## config.mk

```make
export PLATFORM = sky130hd
export DESIGN_NAME = id_operand_stage
export DESIGN_NICKNAME = d
export VERILOG_FILES = /design/src/rtl/id_operand_stage_pkg.sv /design/src/rtl/id_scoreboard.sv /design/src/rtl/id_operand_stage.sv
export SDC_FILE = /design/constraint.sdc
export NUM_CORES = 1
export LEC_CHECK = 0
export BUFFER_PORTS_ARGS = -buffer_cell sky130_fd_sc_hd__buf_2
export CORE_AREA = 2 2 119 121
export DETAILED_ROUTE_END_ITERATION = 8
export DIE_AREA = 0 0 121 123
export HOLD_SLACK_MARGIN = 0.15
export PLACE_DENSITY_LB_ADDON = 0.3
export SLEW_MARGIN = 10
export SYNTH_ARGS = -nofsm -noshare
export SYNTH_HDL_FRONTEND = slang
export SYNTH_HIERARCHICAL = 1
export SYNTH_SLANG_ARGS = --single-unit
export TNS_END_PERCENT = 20
```

## constraint.sdc

```tcl
create_clock -name clk -period 7.6 [get_ports clk]
set_clock_uncertainty 0.2 [all_clocks]
set_input_delay 2.28 -clock clk [delete_from_list [all_inputs] [get_ports clk]]
set_output_delay 2.28 -clock clk [all_outputs]
set_load 0.05 [all_outputs]
```

## src/rtl/id_operand_stage_pkg.sv

```systemverilog
// id_operand_stage_pkg: shared constants for the ID operand/issue stage.
// Default widths, write-condition encodings and common zero values.
package id_operand_stage_pkg;

  localparam int DATA_W_DEF     = 32;
  localparam int REG_ADDR_W_DEF = 5;
  localparam int NUM_FWD_DEF    = 2;
  localparam int ALUOP_W_DEF    = 8;
  localparam int ALUSEL_W_DEF   = 3;

  typedef enum logic [1:0] {
    WCOND_ALWAYS = 2'b00,
    WCOND_MOVN   = 2'b01,
    WCOND_MOVZ   = 2'b10,
    WCOND_RSVD   = 2'b11
  } wcond_e;

  localparam logic [4:0]  NOPRegAddr = 5'b0;
  localparam logic [31:0] ZeroWord   = 32'h0;

endpackage

```

## src/rtl/id_scoreboard.sv

```systemverilog
// id_scoreboard: pending-write bits for long-latency producers.
// Answers RAW (two read ports) and WAW (one write port) hazard queries.
module id_scoreboard
  import id_operand_stage_pkg::*;
#(
  parameter int REG_ADDR_W = REG_ADDR_W_DEF
) (
  input  logic                  clk,
  input  logic                  rst,
  input  logic                  set_i,
  input  logic [REG_ADDR_W-1:0] set_wd_i,
  input  logic                  clr_i,
  input  logic [REG_ADDR_W-1:0] clr_wd_i,
  input  logic                  re1_i,
  input  logic [REG_ADDR_W-1:0] ra1_i,
  input  logic                  re2_i,
  input  logic [REG_ADDR_W-1:0] ra2_i,
  input  logic                  we_i,
  input  logic [REG_ADDR_W-1:0] wd_i,
  output logic                  hazard_o
);

  localparam int NREG = 1 << REG_ADDR_W;
  localparam logic [REG_ADDR_W-1:0] R0 =
    REG_ADDR_W'(NOPRegAddr);

  logic [NREG-1:0] pending;
  logic [NREG-1:0] pending_d;
  logic            raw1;
  logic            raw2;
  logic            waw;

  // Clear applied first so a same-cycle set of that register wins.
  always_comb begin
    pending_d = pending;
    if (clr_i)
      pending_d[clr_wd_i] = 1'b0;
    if (set_i && set_wd_i != R0)
      pending_d[set_wd_i] = 1'b1;
    pending_d[0] = 1'b0;
  end

  always_ff @(posedge clk or posedge rst) begin
    if (rst)
      pending <= '0;
    else
      pending <= pending_d;
  end

  assign raw1 = re1_i && (ra1_i != R0) && pending[ra1_i];
  assign raw2 = re2_i && (ra2_i != R0) && pending[ra2_i];
  assign waw  = we_i && pending[wd_i];

  assign hazard_o = raw1 || raw2 || waw;

endmodule

```

## src/rtl/id_operand_stage.sv

```systemverilog
// id_operand_stage: operand resolution, hazard stall and ID/EX issue register.
// Define ID_SCOREBOARD_EN to track long-latency writes in id_scoreboard.
module id_operand_stage
  import id_operand_stage_pkg::*;
#(
  parameter int DATA_W     = DATA_W_DEF,
  parameter int REG_ADDR_W = REG_ADDR_W_DEF,
  parameter int NUM_FWD    = NUM_FWD_DEF,
  parameter int ALUOP_W    = ALUOP_W_DEF,
  parameter int ALUSEL_W   = ALUSEL_W_DEF
) (
  input  logic                          clk,
  input  logic                          rst,
  input  logic                          in_valid_i,
  output logic                          in_ready_o,
  input  logic                          in_re1_i,
  input  logic                          in_re2_i,
  input  logic [REG_ADDR_W-1:0]         in_ra1_i,
  input  logic [REG_ADDR_W-1:0]         in_ra2_i,
  input  logic [DATA_W-1:0]             in_imm_i,
  input  logic [REG_ADDR_W-1:0]         in_wd_i,
  input  logic                          in_wreg_i,
  input  logic [1:0]                    in_wcond_i,
  input  logic                          in_long_i,
  input  logic [ALUOP_W-1:0]            in_aluop_i,
  input  logic [ALUSEL_W-1:0]           in_alusel_i,
  output logic [REG_ADDR_W-1:0]         reg1_addr_o,
  output logic [REG_ADDR_W-1:0]         reg2_addr_o,
  input  logic [DATA_W-1:0]             reg1_data_i,
  input  logic [DATA_W-1:0]             reg2_data_i,
  input  logic [NUM_FWD-1:0]            fwd_wreg_i,
  input  logic [NUM_FWD*REG_ADDR_W-1:0] fwd_wd_i,
  input  logic [NUM_FWD*DATA_W-1:0]     fwd_wdata_i,
  input  logic [NUM_FWD-1:0]            fwd_rdy_i,
  input  logic                          wb_done_i,
  input  logic [REG_ADDR_W-1:0]         wb_done_wd_i,
  input  logic                          flush_i,
  output logic                          out_valid_o,
  input  logic                          out_ready_i,
  output logic [DATA_W-1:0]             reg1_o,
  output logic [DATA_W-1:0]             reg2_o,
  output logic [REG_ADDR_W-1:0]         wd_o,
  output logic                          wreg_o,
  output logic [ALUOP_W-1:0]            aluop_o,
  output logic [ALUSEL_W-1:0]           alusel_o,
  output logic                          stall_o
);

  localparam logic [REG_ADDR_W-1:0] R0 =
    REG_ADDR_W'(NOPRegAddr);
  localparam logic [DATA_W-1:0] ZW =
    DATA_W'(ZeroWord);

  typedef struct packed {
    logic              hz;
    logic [DATA_W-1:0] val;
  } opnd_t;

  opnd_t op1;
  opnd_t op2;
  logic  sb_hazard;
  logic  hazard;
  logic  xfer;
  logic  wreg_d;

  // Lowest-index forwarding source is youngest and wins.
  function automatic opnd_t resolve(
    input logic                  re,
    input logic [REG_ADDR_W-1:0] ra,
    input logic [DATA_W-1:0]     rf
  );
    opnd_t r;
    logic  hit;
    r.hz  = 1'b0;
    r.val = rf;
    hit   = 1'b0;
    if (!re) begin
      r.val = in_imm_i;
    end else if (ra == R0) begin
      r.val = ZW;
    end else begin
      for (int k = 0; k < NUM_FWD; k++) begin
        if (!hit && fwd_wreg_i[k] &&
            fwd_wd_i[k*REG_ADDR_W +: REG_ADDR_W] == ra) begin
          hit   = 1'b1;
          r.hz  = !fwd_rdy_i[k];
          r.val = fwd_wdata_i[k*DATA_W +: DATA_W];
        end
      end
    end
    return r;
  endfunction

  always_comb begin
    op1 = resolve(in_re1_i, in_ra1_i, reg1_data_i);
    op2 = resolve(in_re2_i, in_ra2_i, reg2_data_i);
  end

  always_comb begin
    wreg_d = in_wreg_i;
    unique case (1'b1)
      in_wcond_i == WCOND_MOVN: wreg_d = in_wreg_i && (op2.val != ZW);
      in_wcond_i == WCOND_MOVZ: wreg_d = in_wreg_i && (op2.val == ZW);
      default:                  wreg_d = in_wreg_i;
    endcase
  end

`ifdef ID_SCOREBOARD_EN
  id_scoreboard #(
    .REG_ADDR_W (REG_ADDR_W)
  ) u_sb (
    .clk      (clk),
    .rst      (rst),
    .set_i    (xfer && in_long_i && in_wreg_i),
    .set_wd_i (in_wd_i),
    .clr_i    (wb_done_i),
    .clr_wd_i (wb_done_wd_i),
    .re1_i    (in_re1_i),
    .ra1_i    (in_ra1_i),
    .re2_i    (in_re2_i),
    .ra2_i    (in_ra2_i),
    .we_i     (in_wreg_i),
    .wd_i     (in_wd_i),
    .hazard_o (sb_hazard)
  );
`else
  logic unused_sb;
  assign unused_sb = ^{in_long_i, wb_done_i, wb_done_wd_i};
  assign sb_hazard = 1'b0;
`endif

  assign hazard = op1.hz || op2.hz || sb_hazard;

  assign in_ready_o = !rst && !hazard &&
                      (!out_valid_o || out_ready_i) && !flush_i;
  assign stall_o    = !rst && in_valid_i && hazard;
  assign xfer       = in_valid_i && in_ready_o;

  assign reg1_addr_o = in_ra1_i;
  assign reg2_addr_o = in_ra2_i;

  always_ff @(posedge clk or posedge rst) begin
    if (rst) begin
      out_valid_o <= 1'b0;
      reg1_o      <= '0;
      reg2_o      <= '0;
      wd_o        <= '0;
      wreg_o      <= 1'b0;
      aluop_o     <= '0;
      alusel_o    <= '0;
    end else if (flush_i) begin
      out_valid_o <= 1'b0;
    end else if (xfer) begin
      out_valid_o <= 1'b1;
      reg1_o      <= op1.val;
      reg2_o      <= op2.val;
      wd_o        <= in_wd_i;
      wreg_o      <= wreg_d;
      aluop_o     <= in_aluop_i;
      alusel_o    <= in_alusel_i;
    end else if (out_ready_i) begin
      out_valid_o <= 1'b0;
    end
  end

endmodule

```

==> results_dict.tcl <==
set metrics [dict create \
    status "completed" \
    share_comb_of_total_power_pct 41.6 \
    vias 6237 \
    reg2reg_slack_ns 4.89 \
    fp.dieH_um 123 \
    start_kind "input pin" \
    drt-initial-drc-count 477 \
    final_max_slew_viol_count 0 \
    coreArea_mm2 0.0136 \
    grt_pass1_vias 5831 \
    leakagePower_nw 3.53 \
    clkSinkCount 82 \
    start_util_pct 39.6 \
    dieArea_mm2 0.0149 \
    clockBufferDepth 2 \
    drive_gt1_share_pct 39.3 \
    synth_nets 876 \
    rr_worst_depth 6 \
    synth_cell_type_count 50 \
    clockPowerShare_pct 25.3 \
    nNetsFinal 1144 \
    fmax_mhz 139 \
    clk_pin_slew_ns 0.07 \
    ys_ff_latch 82 \
    root_buffer "clkbuf_16" \
    min_from "reg1_o[30]" \
    crit_type "in2out" \
    gr-total-overflow 0 \
    yosysWarnings 6 \
    gp_congestion 0.890 \
    arrival_ns 4.72 \
    wl_um 21700 \
    p_switching_mw 0.769 \
    ys.flop_type "dfrtp_1" \
    htree_levels 3 \
    critical_path_peak_fanout 31 \
    drt-pass1-iter-count 5 \
    viasPerCell 5.61 \
    die_x_um 121 \
    syn_area_mm2 0.00539 \
    grt_usage_pct 28.5 \
    tightest_slew_ns 0.982 \
    hp-class "reg2reg" \
    synthArstFlopShare_pct 100 \
    period_share_pct 94.7 \
    grt_max_degree 75 \
    synthesis.instances 658 \
    antennaDiodeCount 0 \
    switching_share_pct 45.1 \
    io_buffers 303 \
    synth_edf_count 0 \
    area_growth_pct 35.1 \
    cts_buffers 9 \
    ir_drop_mv 0.101 \
    grt_pass1_wl_um 32400 \
    wl_per_cell_um 19.5 \
    cts_tree "built" \
    cts_resized 0 \
    tns_ns 0 \
    setup_violations 0 \
    ys_seq_area_share_pct 38.1 \
    critical_path_required_ns 5.12 \
    clk_latency_ns 0.34 \
    postCtsHoldBufs 0 \
    power.density_mw_per_mm2 234 \
    final_util_pct 53.5 \
    r2r-start "out_valid_o" \
    avgSynthCellArea_um2 8.19 \
    pwr-share-seq_pct 33.1 \
    drcViolationCount 0 \
    post_cts_buffers 0 \
    period_needed_ns 7.20 \
    whs_path_depth 2 \
    n_fill_cell 1348 \
    numPlacedInstances 1095 \
    io_pins 311 \
    dp_hpwl_um 16300 \
    slew_headroom_pct 34.0 \
    p_int_mw 0.935 \
    critical_path.endpoint_type "primary output" \
    r2r-end "aluop_o[7]" \
    hold_viol 0 \
    holdPathEnd "reg1_o[30]" \
    num_rows 43 \
    grt_setup_unrepaired "no" \
    cap_violations 0 \
    antenna_found_initial 0 \
    route.antenna.remaining_nets 0 \
    stdcell_count 1111 \
]
==> cell families after synthesis <==
| logic type | Yosys count | synth area share, % |
|---|---|---|
| compound gates | 252 | 27.1 |
| xor+xnor | 20 | 3.25 |
| simple gates | 181 | 15.3 |
| mux | 51 | 9.89 |
| flops | 82 | 38.1 |
| fa+ha+maj | 1 | 0.232 |
| buf+inv | 71 | 6.15 |
==> cells in the final DEF (no fill, tap or decap), types with 2 or more instances in the layout <==
cell,netlist,routed
or3_1,2,2
a2bb2oi_1,12,12
nand2b_1,2,2
nand2_1,89,89
nor3b_1,2,2
nor4_1,5,5
o22ai_1,10,10
mux2_2,18,18
a311oi_1,4,4
a31oi_1,2,2
mux2i_1,33,33
a21oi_1,87,87
nand3_1,11,11
inv_1,8,7
clkbuf_16,0,9
nor2_2,1,3
a21o_1,3,3
a211oi_1,34,34
or4_1,6,6
nor3_2,2,2
xnor2_1,12,12
nand4_1,3,3
nor3_1,5,5
buf_2,16,303
nor2_1,42,40
dfrtp_1,82,82
inv_6,0,4
xor2_1,8,8
buf_4,10,17
o21ai_0,90,90
and4_1,3,3
==> worst max path at each step <==
| stage | slack (ns) | endpoint | startpoint |
|---|---|---|---|
| after floorplan | 0.43 | stall_o | rst |
| after global placement | 0.47 | stall_o | in_ra2_i[4] |
| after detailed placement | 0.44 | stall_o | in_ra2_i[4] |
| after CTS | 0.43 | stall_o | in_ra2_i[4] |
| after global routing | 0.25 | stall_o | in_ra2_i[4] |
| final | 0.40 | stall_o | in_ra2_i[4] |
==> power by group through the flow <==
stage               registers [mW]  logic, mW  clock network, mW
floorplan                    0.880      0.176                  0
global placement             0.569      0.702                  0
detailed placement           0.573      0.709                  0
CTS                          0.565      0.710              0.434
global route                 0.575      0.749              0.459
finish                       0.565      0.709              0.431
==> flip-flops by register name (all words and copies together), names as in the netlist <==
name / count
aluop_o: 8
reg1_o: 32
wd_o: 5
alusel_o: 3
wreg_o: 1
out_valid_o: 1
reg2_o: 32
==> critical path, stage by stage <==
cell and delay [ns]:
buf_2 0.13, xnor2_1 0.79, nand2_1 0.16, or2_4 0.42, nor3_1 0.17, o21ai_0 0.17
o21ai_0 0.16, and3_1 0.18, buf_2 0.26
==> cell type report <==
cell class              count  area (µm²)  area share, %
inverters                   8        32.5          0.447
repair buffers            320        1640           22.6
flip-flops and latches     82        2050           28.2
clock inverters             7        58.8          0.808
clock buffers               9         225           3.09
well taps                 180         225           3.09
multi-input cells         505        3040           41.8
==> Yosys cell counts, types with 2 or more instances <==
library cell,instances,area (µm²)
o22ai_1,10,62.6
or4_1,6,45.0
a21oi_1,87,435
a2bb2oi_1,12,105
nand4_1,3,18.8
nand2_1,89,334
and4_1,3,26.3
a31oi_1,2,12.5
nor2_1,42,158
nor4_1,5,31.3
inv_1,8,30.0
buf_4,10,75.1
o21ai_0,90,450
dfrtp_1,82,2050
nor3_1,5,25.0
nor3b_1,2,15.0
xor2_1,8,70.1
and3_1,2,12.5
a21o_1,3,22.5
xnor2_1,12,105
buf_1,8,30.0
nand2b_1,2,12.5
or3_1,2,12.5
nand3_1,11,55.1
a211oi_1,34,255
mux2i_1,33,330
nor3_2,2,20.0
clkbuf_1,28,105
mux2_2,18,203
a311oi_1,4,35.0
buf_2,16,80.1
==> routing by layer <==
metal  vias to the layer above  routed length, µm  GRT usage [%]
li1                       2918                  -              -
met2                       336              10600           47.1
met1                      2937               8830           37.4
met5                         -                  0              0
met4                         0                618           11.0
met3                        46               1670           4.57
==> metrics by stage <==
| stage | instance area [µm²] | setup WS, ns | total power, mW | hold WS (ns) |
|---|---|---|---|---|
| floorplan | 5390 | 0.432 | 1.06 | 0.555 |
| global placement | 6990 | 0.474 | 1.27 | 0.256 |
| detailed placement | 6990 | 0.439 | 1.28 | 0.260 |
| CTS | 7280 | 0.433 | 1.71 | 0.275 |
| global route | 7280 | 0.255 | 1.78 | 0.296 |
| finish | 7280 | 0.402 | 1.70 | 0.273 |
Note: power is estimated with default switching activity, not from simulation.
